$ cat src/rtl/trng_pkg.sv
// Shared types and default sizing for the TRNG conditioning path.
package trng_pkg;

  typedef enum logic [1:0] {
    MODE_XOR  = 2'b00,
    MODE_VN   = 2'b01,
    MODE_CH0  = 2'b10,
    MODE_RSVD = 2'b11
  } mode_e;

  localparam int NUM_CH_DEF     = 4;
  localparam int WORD_W_DEF     = 8;
  localparam int FIFO_DEPTH_DEF = 4;
  localparam int REP_LIMIT_DEF  = 16;

endpackage

$ cat src/rtl/trng_conditioner_if.sv
// Word output handshake between the conditioner and its consumer.
interface trng_conditioner_if
  import trng_pkg::*;
#(
  parameter int WORD_W = WORD_W_DEF
);
  logic [WORD_W-1:0] out_data;
  logic              out_valid;
  logic              out_ready;

  modport master (output out_data, output out_valid, input out_ready);
  modport slave  (input out_data, input out_valid, output out_ready);
endinterface

$ cat src/rtl/trng_fifo.sv
// Small first-word-fall-through FIFO; a pop on a full FIFO frees room for a same-edge push.
module trng_fifo
  import trng_pkg::*;
#(
  parameter int WIDTH = WORD_W_DEF,
  parameter int DEPTH = FIFO_DEPTH_DEF
)(
  input  logic                         clk,
  input  logic                         rst_n,
  input  logic                         push,
  input  logic [WIDTH-1:0]             push_data,
  input  logic                         pop,
  input  logic                         clear,
  output logic [WIDTH-1:0]             head_data,
  output logic [$clog2(DEPTH+1)-1:0]   level,
  output logic                         full,
  output logic                         empty
);
  localparam int PTR_W = $clog2(DEPTH);
  localparam int LVL_W = $clog2(DEPTH+1);

  logic [WIDTH-1:0] mem_q [DEPTH];
  logic [WIDTH-1:0] mem_d [DEPTH];
  logic [PTR_W-1:0] wr_ptr_q, wr_ptr_d, rd_ptr_q, rd_ptr_d;
  logic [LVL_W-1:0] level_q, level_d;
  logic             do_push, do_pop;

  assign full      = (level_q == LVL_W'(DEPTH));
  assign empty     = (level_q == '0);
  assign level     = level_q;
  assign head_data = empty ? '0 : mem_q[rd_ptr_q];
  assign do_pop    = pop & ~empty;
  assign do_push   = push & (~full | do_pop);

  always_comb begin
    mem_d    = mem_q;
    wr_ptr_d = wr_ptr_q;
    rd_ptr_d = rd_ptr_q;
    level_d  = level_q;
    if (clear) begin
      wr_ptr_d = '0;
      rd_ptr_d = '0;
      level_d  = '0;
    end else begin
      if (do_push) begin
        mem_d[wr_ptr_q] = push_data;
        wr_ptr_d        = wr_ptr_q + PTR_W'(1);
      end
      if (do_pop) rd_ptr_d = rd_ptr_q + PTR_W'(1);
      level_d = level_q + LVL_W'(do_push) - LVL_W'(do_pop);
    end
  end

  always_ff @(posedge clk or negedge rst_n) begin
    if (!rst_n) begin
      for (int i = 0; i < DEPTH; i++) mem_q[i] <= '0;
      wr_ptr_q <= '0;
      rd_ptr_q <= '0;
      level_q  <= '0;
    end else begin
      mem_q    <= mem_d;
      wr_ptr_q <= wr_ptr_d;
      rd_ptr_q <= rd_ptr_d;
      level_q  <= level_d;
    end
  end

endmodule

$ cat src/rtl/trng_conditioner.sv
// Synchronises and combines raw oscillator bits, health-checks and optionally debiases them,
// then packs them MSB-first into words buffered behind a valid/ready FIFO.
module trng_conditioner
  import trng_pkg::*;
#(
  parameter int NUM_CH     = NUM_CH_DEF,
  parameter int WORD_W     = WORD_W_DEF,
  parameter int FIFO_DEPTH = FIFO_DEPTH_DEF,
  parameter int REP_LIMIT  = REP_LIMIT_DEF
)(
  input  logic                                clk,
  input  logic                                rst_n,
  input  logic                                ena,
  input  logic [NUM_CH-1:0]                   raw_bits,
  input  logic [1:0]                          mode,
  input  logic                                clear,
  trng_conditioner_if.master                  out_if,
  output logic [$clog2(FIFO_DEPTH+1)-1:0]     fifo_level,
  output logic                                health_fail,
  output logic                                overflow
);
  localparam int CNT_W = $clog2(WORD_W);
  localparam int REP_W = $clog2(REP_LIMIT+1);

  logic [NUM_CH-1:0] sync1_q, sync1_d, sync2_q, sync2_d;
  mode_e             mode_q, mode_d, mode_in;
  logic [REP_W-1:0]  rep_cnt_q, rep_cnt_d, rep_next;
  logic              last_c_q, last_c_d;
  logic              health_fail_q, health_fail_d;
  logic              pair_full_q, pair_full_d, pair_bit_q, pair_bit_d;
  logic [WORD_W-1:0] shift_q, shift_d, push_word;
  logic [CNT_W-1:0]  bit_cnt_q, bit_cnt_d;
  logic              overflow_q, overflow_d;
  logic              c_bit, vn_mode, mode_chg, bit_valid;
  logic              emit, emit_bit, push, pop, fifo_full, fifo_empty;

  assign mode_in   = mode_e'(mode);
  assign c_bit     = (mode_in == MODE_CH0) ? sync2_q[0] : ^sync2_q;
  assign vn_mode   = (mode_in == MODE_VN) || (mode_in == MODE_RSVD);
  assign mode_chg  = (mode_in != mode_q);
  assign bit_valid = ena & ~health_fail_q;
  assign push_word = {shift_q[WORD_W-2:0], emit_bit};
  assign pop       = out_if.out_valid & out_if.out_ready;

  always_comb begin
    sync1_d       = raw_bits;
    sync2_d       = sync1_q;
    mode_d        = mode_in;
    rep_cnt_d     = rep_cnt_q;
    last_c_d      = last_c_q;
    health_fail_d = health_fail_q;
    pair_full_d   = pair_full_q;
    pair_bit_d    = pair_bit_q;
    shift_d       = shift_q;
    bit_cnt_d     = bit_cnt_q;
    overflow_d    = overflow_q;
    rep_next      = '0;
    emit          = 1'b0;
    emit_bit      = 1'b0;
    push          = 1'b0;
    if (clear) begin
      rep_cnt_d     = '0;
      last_c_d      = 1'b0;
      health_fail_d = 1'b0;
      pair_full_d   = 1'b0;
      pair_bit_d    = 1'b0;
      shift_d       = '0;
      bit_cnt_d     = '0;
      overflow_d    = 1'b0;
    end else if (mode_chg) begin
      rep_cnt_d   = '0;
      pair_full_d = 1'b0;
      pair_bit_d  = 1'b0;
      shift_d     = '0;
      bit_cnt_d   = '0;
    end else if (bit_valid) begin
      rep_next  = (rep_cnt_q == '0 || c_bit != last_c_q) ? REP_W'(1) : rep_cnt_q + REP_W'(1);
      rep_cnt_d = rep_next;
      last_c_d  = c_bit;
      // The bit that completes the run is itself discarded.
      if (rep_next == REP_W'(REP_LIMIT)) begin
        health_fail_d = 1'b1;
      end else if (vn_mode) begin
        if (!pair_full_q) begin
          pair_full_d = 1'b1;
          pair_bit_d  = c_bit;
        end else begin
          pair_full_d = 1'b0;
          if (pair_bit_q != c_bit) begin
            emit     = 1'b1;
            emit_bit = pair_bit_q;
          end
        end
      end else begin
        emit     = 1'b1;
        emit_bit = c_bit;
      end
      if (emit) begin
        if (bit_cnt_q == CNT_W'(WORD_W-1)) begin
          push      = 1'b1;
          bit_cnt_d = '0;
          shift_d   = '0;
        end else begin
          shift_d   = {shift_q[WORD_W-2:0], emit_bit};
          bit_cnt_d = bit_cnt_q + CNT_W'(1);
        end
      end
    end
    if (push && fifo_full && !pop) overflow_d = 1'b1;
  end

  always_ff @(posedge clk or negedge rst_n) begin
    if (!rst_n) begin
      sync1_q       <= '0;
      sync2_q       <= '0;
      mode_q        <= MODE_XOR;
      rep_cnt_q     <= '0;
      last_c_q      <= 1'b0;
      health_fail_q <= 1'b0;
      pair_full_q   <= 1'b0;
      pair_bit_q    <= 1'b0;
      shift_q       <= '0;
      bit_cnt_q     <= '0;
      overflow_q    <= 1'b0;
    end else begin
      sync1_q       <= sync1_d;
      sync2_q       <= sync2_d;
      mode_q        <= mode_d;
      rep_cnt_q     <= rep_cnt_d;
      last_c_q      <= last_c_d;
      health_fail_q <= health_fail_d;
      pair_full_q   <= pair_full_d;
      pair_bit_q    <= pair_bit_d;
      shift_q       <= shift_d;
      bit_cnt_q     <= bit_cnt_d;
      overflow_q    <= overflow_d;
    end
  end

  trng_fifo #(.WIDTH(WORD_W), .DEPTH(FIFO_DEPTH)) u_fifo (
    .clk       (clk),
    .rst_n     (rst_n),
    .push      (push),
    .push_data (push_word),
    .pop       (pop),
    .clear     (clear),
    .head_data (out_if.out_data),
    .level     (fifo_level),
    .full      (fifo_full),
    .empty     (fifo_empty)
  );

  assign out_if.out_valid = ~fifo_empty;
  assign health_fail      = health_fail_q;
  assign overflow         = overflow_q;

endmodule
$ cat src/flat_wrapper.sv
// flat-port wrapper written by rule: the top's interface ports become plain ports
module trng_conditioner_flat import trng_pkg::*;
#(
  parameter int NUM_CH     = NUM_CH_DEF,
  parameter int WORD_W     = WORD_W_DEF,
  parameter int FIFO_DEPTH = FIFO_DEPTH_DEF,
  parameter int REP_LIMIT  = REP_LIMIT_DEF
)
  (clk, rst_n, ena, raw_bits, mode, clear, fifo_level, health_fail, overflow, out_if_out_data, out_if_out_valid, out_if_out_ready);
  trng_conditioner_if #(.WORD_W(WORD_W)) out_if_i ();
  input  logic clk;
  input  logic rst_n;
  input  logic ena;
  input  logic [NUM_CH-1:0] raw_bits;
  input  logic [1:0] mode;
  input  logic clear;
  output logic [$clog2(FIFO_DEPTH+1)-1:0] fifo_level;
  output logic health_fail;
  output logic overflow;
  output wire logic [$bits(out_if_i.out_data)-1:0] out_if_out_data;
  output wire logic [$bits(out_if_i.out_valid)-1:0] out_if_out_valid;
  input wire logic [$bits(out_if_i.out_ready)-1:0] out_if_out_ready;
  assign out_if_out_data = out_if_i.out_data;
  assign out_if_out_valid = out_if_i.out_valid;
  assign out_if_i.out_ready = out_if_out_ready;
  trng_conditioner #(.NUM_CH(NUM_CH), .WORD_W(WORD_W), .FIFO_DEPTH(FIFO_DEPTH), .REP_LIMIT(REP_LIMIT)) u_core (.clk(clk), .rst_n(rst_n), .ena(ena), .raw_bits(raw_bits), .mode(mode), .clear(clear), .out_if(out_if_i), .fifo_level(fifo_level), .health_fail(health_fail), .overflow(overflow));
endmodule
$ cat config.mk
export PLATFORM = sky130hd
export DESIGN_NAME = trng_conditioner_flat
export DESIGN_NICKNAME = d
export VERILOG_FILES = /design/src/rtl/trng_pkg.sv /design/src/rtl/trng_conditioner_if.sv /design/src/rtl/trng_fifo.sv /design/src/rtl/trng_conditioner.sv /design/src/flat_wrapper.sv
export SDC_FILE = /design/constraint.sdc
export NUM_CORES = 1
export LEC_CHECK = 0
export ABC_AREA = 1
export ABC_CLOCK_PERIOD_IN_PS = 3700
export CAP_MARGIN = 20
export CORE_MARGIN = 2
export CORE_UTILIZATION = 59
export DETAILED_ROUTE_END_ITERATION = 8
export GPL_TIMING_DRIVEN = 0
export PLACE_DENSITY = 0.77
export SYNTH_ARGS = -nofsm -noshare
export SYNTH_HDL_FRONTEND = slang
export SYNTH_SLANG_ARGS = --single-unit
$ cat constraint.sdc
create_clock -name clk -period 3.7 [get_ports clk]
set_clock_uncertainty 0.15 [all_clocks]
set_input_delay 0.74 -clock clk [delete_from_list [all_inputs] [get_ports clk]]
set_output_delay 0.74 -clock clk [all_outputs]
set_load 0.1 [all_outputs]
==> impl_metrics.py, run 1 <==
metrics = {
    "status": {
        "outcome": "complete, no violations",
    },
    "setup_path": {
        "end_kind": "output pin",
        "crit_required_ns": 2.81,
        "critPathLaunchType": "flip-flop",
        "crit_fanout": 10,
        "cp.arrival_ns": 2.64,
        "worstSetupPathType": "flip-flop to output pin",
        "r2r-start": "u_core.sync2_q[0]",
        "crit_start": "u_core.u_fifo.rd_ptr_q[0]",
    },
    "drt": {
        "drt-initial-drc-count": 258,
        "wl_per_cell_um": 14.8,
        "detail-route-antenna-nets": 0,
        "routed_wl_um": 8060,
        "firstDrtPassIters": 5,
        "via_per_inst": 5.49,
        "via_count": 2993,
        "drc": 0,
    },
    "clock_network": {
        "clk_latency_ns": 0.35,
        "cts_buffers": 9,
        "cts_root_buf": "clkbuf_8",
        "cts_tree": "yes",
        "cts_max_level": 3,
        "clk_path_buf_depth": 2,
        "path_clk_slew_ns": 0.08,
        "hold_buffers": 0,
        "cts_sinks": 69,
    },
    "floorplanning": {
        "initial_core_util_pct": 61.1,
        "core_area_um2": 5960,
        "io_pins": 25,
        "die_area_um2": 6810,
        "die_w_um": 82.5,
        "die_h_um": 82.5,
        "fp-row-count": 28,
    },
    "placed_design": {
        "hpwl_um": 5510,
        "place_congestion": 0.927,
        "io_buffers": 24,
    },
    "job": {
        "max_cap_viol_count": 0,
    },
    "yosys": {
        "yosysWarnings": 0,
        "seq_area_frac_synth_pct": 47.5,
        "syn_area_per_cell_um2": 8.50,
        "ys_types": 30,
        "syn-instance-count": 428,
        "synth-seq-cells": 69,
        "syn_area_um2": 3640,
        "synth_nets": 451,
    },
    "sta": {
        "rsz0062_at_grt": "no",
        "report.final.slew_viol_count": 0,
        "finalHoldViolations": 0,
        "maxSlewHeadroom_pct": 35.3,
        "fin_crit_ns": 3.53,
        "finalHoldWorstSlack_ns": 0.201,
        "tightest_slew_ns": 0.968,
        "setup_violations": 0,
        "fmax_mhz": 283,
        "min_period_over_period_pct": 95.4,
    },
    "final_layout": {
        "post-route-util_pct": 71.3,
        "area_growth_pct": 16.7,
        "antenna_cells": 0,
        "nFillCells": 484,
        "fin_nets": 488,
        "multi_input_area_um2": 1570,
        "area.sequential_um2": 1730,
        "drive_above_1_share_pct": 11.5,
    },
    "hold_path": {
        "hp-start": "u_core.sync1_q[2]",
        "hold_class": "flip-flop to flip-flop",
    },
    "global_route": {
        "grt_usage_pct": 26.5,
        "grt_pass1_wl_um": 13400,
        "grt_remaining_overflow": 0,
        "grt_antenna_before_repair": 0,
        "grt_max_degree": 70,
        "grt_pass1_vias": 2922,
    },
    "pwr": {
        "irDropWorstVdd_mv": 0.586,
        "power.density_nw_per_um2": 662,
        "p_leak_nw": 2.00,
    },
}
[placed cells by master, fill, tap and decap left out, drive strengths merged, types with 3 or more instances in the layout]
cell type	count
nand2	77
inv	70
dfrtp	69
nand3	59
o21ai	34
o21bai	32
a21oi	26
clkbuf	22
nor2	17
clkdlybuf4s50	13
buf	12
ha	11
xor2	4
bufinv	4
o22ai	3
nand4	3
clkinv	3
[cell type report]
cell class	instances	area share [%]
Clock inverter	6	3.15
Timing Repair Buffer	26	5.33
Tap cell	75	2.21
Buffer	15	2.21
Inverter	71	6.28
Clock buffer	10	3.24
Sequential cell	69	40.7
Multi-Input combinational cell	273	36.9
[registers in the layout, summed over array words and instances, names as in the netlist]
signal                  cells
u_core.u_fifo.wr_ptr_q      2
u_core.rep_cnt_q            5
u_core.overflow             1
u_core.shift_q              7
u_core.u_fifo.mem_q        32
u_core.pair_full_q          1
u_core.u_fifo.level         3
u_core.u_fifo.rd_ptr_q      2
u_core.sync2_q              4
u_core.bit_cnt_q            3
u_core.health_fail          1
u_core.pair_bit_q           1
u_core.mode_q               2
u_core.last_c_q             1
u_core.sync1_q              4
[repair_timing]
item	CTS	global route
endpoints found under the setup margin	10	8
buffers inserted	1	1
resized for setup	15	14
endpoints found under the hold margin	0	0
pin swaps	1	1
[critical path: stages (launching register included)]
cell	delay [ns]
dfrtp_1	0.33
clkbuf_1	0.40
inv_1	0.22
clkbuf_1	0.25
a21oi_1	0.17
o21ai_0	0.13
a21oi_1	0.19
clkdlybuf4s15_2	0.59
[metrics by stage]
| step | cell area (um^2) | TNS (ns) | instances | setup WS (ns) | power, W |
|---|---|---|---|---|---|
| CTS | 4250 | 0 | 544 | 0.0560 | 0.00283 |
| global route | 4250 | 0 | 545 | 0.0416 | 0.00291 |
| global placement | 3970 | -40.59 | 527 | -0.591 | 0.00204 |
| floorplan | 3640 | -0.162 | 428 | -0.0202 | 0.00176 |
| detailed placement | 3970 | -1.45 | 527 | -0.657 | 0.00205 |
| finish | 4250 | 0 | 545 | 0.171 | 0.00281 |
[metal layers]
| layer | vias up | global-route usage (%) | share of wire, % |
|---|---|---|---|
| met5 | - | 0 | 0 |
| met3 | 24 | 3.91 | 5.4 |
| met4 | 0 | 11.6 | 3.1 |
| li1 | 1462 | - | - |
| met1 | 1392 | 36.7 | 46 |
| met2 | 115 | 41.4 | 46 |
[worst paths after layout]
check                      slack [ns]                 endpoint  cells past startpoint
min in group asynchronous        0.34   u_core.u_fifo.level[2]                      1
setup reg to reg                 0.59   u_core.u_fifo.level[2]                     18
hold / removal                   0.20        u_core.sync2_q[2]                      0
max in group asynchronous        2.48  u_core.u_fifo.mem_q[30]                      1
setup / recovery                 0.17       out_if_out_data[6]                      7
hold reg to reg                  0.20        u_core.sync2_q[2]                      0
[Yosys cell counts]
library cell	number	area share [%]
nand2_1	75	7.7
dfrtp_1	69	47
inv_1	69	7.1
nand3_1	55	7.6
o21bai_1	32	6.6
a21oi_1	26	3.6
o21ai_0	25	3.4
ha_1	11	3.8
nor2_1	9	0.93
o21ai_1	9	1.2
clkbuf_1	6	0.62
nor2_4	5	1.5
xor2_1	4	0.96
buf_2	3	0.41
buf_4	3	0.62
buf_6	3	0.93
nand3_2	3	0.83
nor2_2	3	0.52
o22ai_1	3	0.52
nand2_2	2	0.34
nand4_1	2	0.34
nor3_1	2	0.28
xnor2_1	2	0.48
clkinv_1	1	0.10
fa_1	1	0.55
inv_2	1	0.10
nand3_4	1	0.48
nand4_4	1	0.58
nor4_1	1	0.17
or2_2	1	0.17
[logic make-up (layout without fill, tap and decap cells)]
family / Yosys count / in the layout / share of synthesized area (%)
AND/OR/NAND/NOR: 160 / 160 / 21.5
AO/OA/AOI/OAI: 95 / 95 / 15.4
buffers and inverters: 86 / 128 / 9.90
flip-flops: 69 / 69 / 47.5
adder cells (fa/ha/maj): 12 / 12 / 4.33
XOR/XNOR: 6 / 6 / 1.44
[power breakdown]
part           switching [W]  internal (W)
registers          0.0000246      0.000781
logic               0.000982      0.000195
clock network       0.000293      0.000534
(Power assumes the default switching activity.)
==> run 2: changes to the inputs <==
--- a/config.mk
+++ b/config.mk
@@ -13,6 +13,7 @@
 export DETAILED_ROUTE_END_ITERATION = 8
 export GPL_TIMING_DRIVEN = 0
 export PLACE_DENSITY = 0.77
+export SETUP_SLACK_MARGIN = 0.1
 export SYNTH_ARGS = -nofsm -noshare
 export SYNTH_HDL_FRONTEND = slang
 export SYNTH_SLANG_ARGS = --single-unit
==> constraint.sdc (replaced) <==
create_clock -name clk -period 3.7 [get_ports clk]
set_clock_uncertainty 0.15 [all_clocks]
set_input_delay 0.74 -clock clk [delete_from_list [all_inputs] [get_ports clk]]
set_output_delay 0.74 -clock clk [all_outputs]
set_load 0.05 [all_outputs]
==> run 2 against run 1 <==
  * Via count is 0.33% lower
  * Flip-flop and latch count stayed put
  * Hold slack worse by 0.00068 ns
  * Sequential share of layout area decreased by 0.31 points
  * Combinational power shrank 30%
  * Global-route usage about the same
  * Largest power group unchanged
  * Clock power is essentially flat
  * Fmax is 1.2% higher
  * Largest cell class unchanged
  * Core utilization increased by 0.55 points
  * Critical endpoint unchanged
  * Count of clock-buffer cells in the layout is the same
  * Highest routed layer unchanged
==> impl_metrics.py, run 2 (synthesis gave the netlist of run 1 again) <==
metrics = {
    "clock_network": {
        "clk_path_buf_depth": 2,
        "clk_latency_ns": 0.35,
        "hold_buffers": 0,
        "cts_tree": "yes",
        "cts_buffers": 9,
        "cts_sinks": 69,
        "cts_root_buf": "clkbuf_8",
        "cts_max_level": 3,
        "path_clk_slew_ns": 0.08,
    },
    "setup_path": {
        "r2r-start": "u_core.sync2_q[0]",
        "critPathLaunchType": "flip-flop",
        "cp.arrival_ns": 2.60,
        "reg2reg_to": "u_core.u_fifo.level[2]",
        "worstSetupPathType": "flip-flop to output pin",
        "crit_path_max_incr_delay_ns": 0.56,
        "reg2regPathDepth": 18,
        "crit_slowest_cell": "dlygate4sd2_1",
        "crit_buf_inv": 4,
        "end_kind": "output pin",
        "cp_top_family": "buffers and inverters",
        "crit_required_ns": 2.81,
        "crit_start": "u_core.u_fifo.rd_ptr_q[0]",
        "crit_fanout": 10,
        "path_cells": "clkbuf_1, inv_1, clkbuf_1, a21oi_1, o21ai_0, a21oi_1, dlygate4sd2_1",
        "rrSetupSlack_ns": 0.59,
    },
    "sta": {
        "maxSlewHeadroom_pct": 42.2,
        "min_period_over_period_pct": 94.3,
        "tightest_slew_ns": 0.860,
        "fmax_mhz": 287,
        "fin_crit_ns": 3.49,
        "worst_slack_ns": 0.212,
        "rsz0062_at_grt": "no",
        "finalHoldViolations": 0,
        "setup_violations": 0,
        "report.final.slew_viol_count": 0,
    },
    "drt": {
        "drc": 0,
        "firstDrtPassIters": 5,
        "via_per_inst": 5.47,
        "detail-route-antenna-nets": 0,
        "drt-initial-drc-count": 281,
        "via_count": 2983,
        "wl_per_cell_um": 14.8,
        "routed_wl_um": 8050,
    },
    "placed_design": {
        "hpwl_um": 5510,
        "place_congestion": 0.927,
        "placed_cells_incl_taps": 527,
        "placed_area_um2": 3970,
        "io_buffers": 24,
        "post-place-ws_ns": -0.657,
    },
    "final_layout": {
        "largest_reg_flops": 32,
        "final_cells": 545,
        "final_cell_mix": "75 x nand2_1, 69 x inv_1, 69 x dfrtp_1",
        "final_common_cell": "nand2_1",
        "antenna_cells": 0,
        "fin_nets": 488,
        "area.sequential_um2": 1730,
        "area_growth_pct": 17.6,
        "multi_input_area_um2": 1570,
        "largestRegisters": "u_core.u_fifo.mem_q (32), u_core.shift_q (7), u_core.rep_cnt_q (5)",
        "stdcell_area_um2": 4280,
        "drive_above_1_share_pct": 10.0,
        "nFillCells": 481,
        "largest-register": "u_core.u_fifo.mem_q",
    },
    "pwr": {
        "p_leak_nw": 2.06,
        "irDropWorstVdd_mv": 0.416,
        "power.density_nw_per_um2": 576,
    },
    "hold_path": {
        "whs_path_depth": 0,
        "hold_class": "flip-flop to flip-flop",
        "hp-start": "u_core.sync1_q[0]",
        "min_to": "u_core.sync2_q[0]",
    },
    "global_route": {
        "grt_pass1_wl_um": 13400,
        "grt_pass1_vias": 2929,
        "grt_antenna_before_repair": 0,
        "grt_usage_pct": 26.4,
        "grt_remaining_overflow": 0,
        "grt_max_degree": 70,
    },
    "floorplanning": {
        "core_area_um2": 5960,
        "fp-row-count": 28,
        "die_h_um": 82.5,
        "die_w_um": 82.5,
        "initial_core_util_pct": 61.1,
        "die_area_um2": 6810,
        "io_pins": 25,
    },
    "job": {
        "max_cap_viol_count": 0,
    },
    "status": {
        "outcome": "complete, no violations",
    },
}
==> run 2: cell types whose count changed in the layout (fill, tap and decap cells not counted) <==
| cell | before | now |
|---|---|---|
| clkbuf_2 | 6 | 1 |
| dlymetal6s2s_1 | 1 | 6 |
| clkdlybuf4s15_2 | 2 | 0 |
| dlygate4sd2_1 | 1 | 3 |
==> run 2: final cells by class <==
type                            count  share of cell area, %
Tap cell                           75                   2.19
Timing Repair Buffer               26                   6.05
Sequential cell                    69                   40.4
Buffer                             15                   2.19
Inverter                           71                   6.23
Clock inverter                      6                   3.13
Clock buffer                       10                   3.22
Multi-Input combinational cell    273                   36.6
==> run 2: what timing repair did <==
action | in CTS | in global routing
buffers inserted | 1 | 1
cloned | 0 | 0
resized for setup | 6 | 9
setup endpoints to repair | 5 | 8
pin swaps | 1 | 1
==> run 2: how the worst max path moves through the flow <==
stage                                         to  slack (ns)  depth (start not counted)
final                         out_if_out_data[6]        0.21                          7
after global routing      u_core.u_fifo.level[2]        0.10                         17
after CTS                 u_core.u_fifo.level[2]        0.09                         17
after detailed placement  u_core.u_fifo.level[2]       -0.66                         17
after global placement    u_core.u_fifo.level[2]       -0.59                         17
after floorplan           u_core.u_fifo.level[2]        0.27                         16
==> run 2: layer usage <==
metal | part of all wire (%) | track usage (%) | wire [um]
met4 | 3.1 | 11.6 | 249
met3 | 5.2 | 3.91 | 417
met5 | 0 | 0 | 0
met2 | 46 | 41.2 | 3690
met1 | 46 | 36.7 | 3690
==> run 2: worst reg2reg max path, cell delays in order, from the launching register on <==
cell     delay (ns)
dfrtp_1        0.38
inv_1          0.08
nand2_1        0.06
nand2_1        0.07
nand2_1        0.08
nand3_2        0.08
nand2_2        0.11
inv_1          0.07
ha_1           0.31
o21ai_4        0.20
nand4_4        0.11
buf_4          0.20
ha_1           0.27
inv_1          0.05
ha_1           0.13
inv_1          0.05
fa_1           0.38
xor2_1         0.16
nor2_1         0.05
==> run 2: power breakdown <==
group / total (W) / switching [W] / internal (W)
combinational: 0.000831 / 0.000601 / 0.000230
sequential: 0.000805 / 0.0000246 / 0.000781
clock: 0.000830 / 0.000296 / 0.000534
==> run 2: per-stage QoR <==
stage / hold WS, ns / power (W) / util, % / TNS, ns
after floorplan: 0.181 / 0.00139 / - / 0
after global placement: 0.183 / 0.00167 / 66.7 / -40.59
after detailed placement: 0.187 / 0.00168 / 66.7 / -1.45
after CTS: 0.203 / 0.00248 / 71.4 / 0
after global routing: 0.207 / 0.00256 / 71.8 / 0
final: 0.200 / 0.00247 / 71.8 / 0
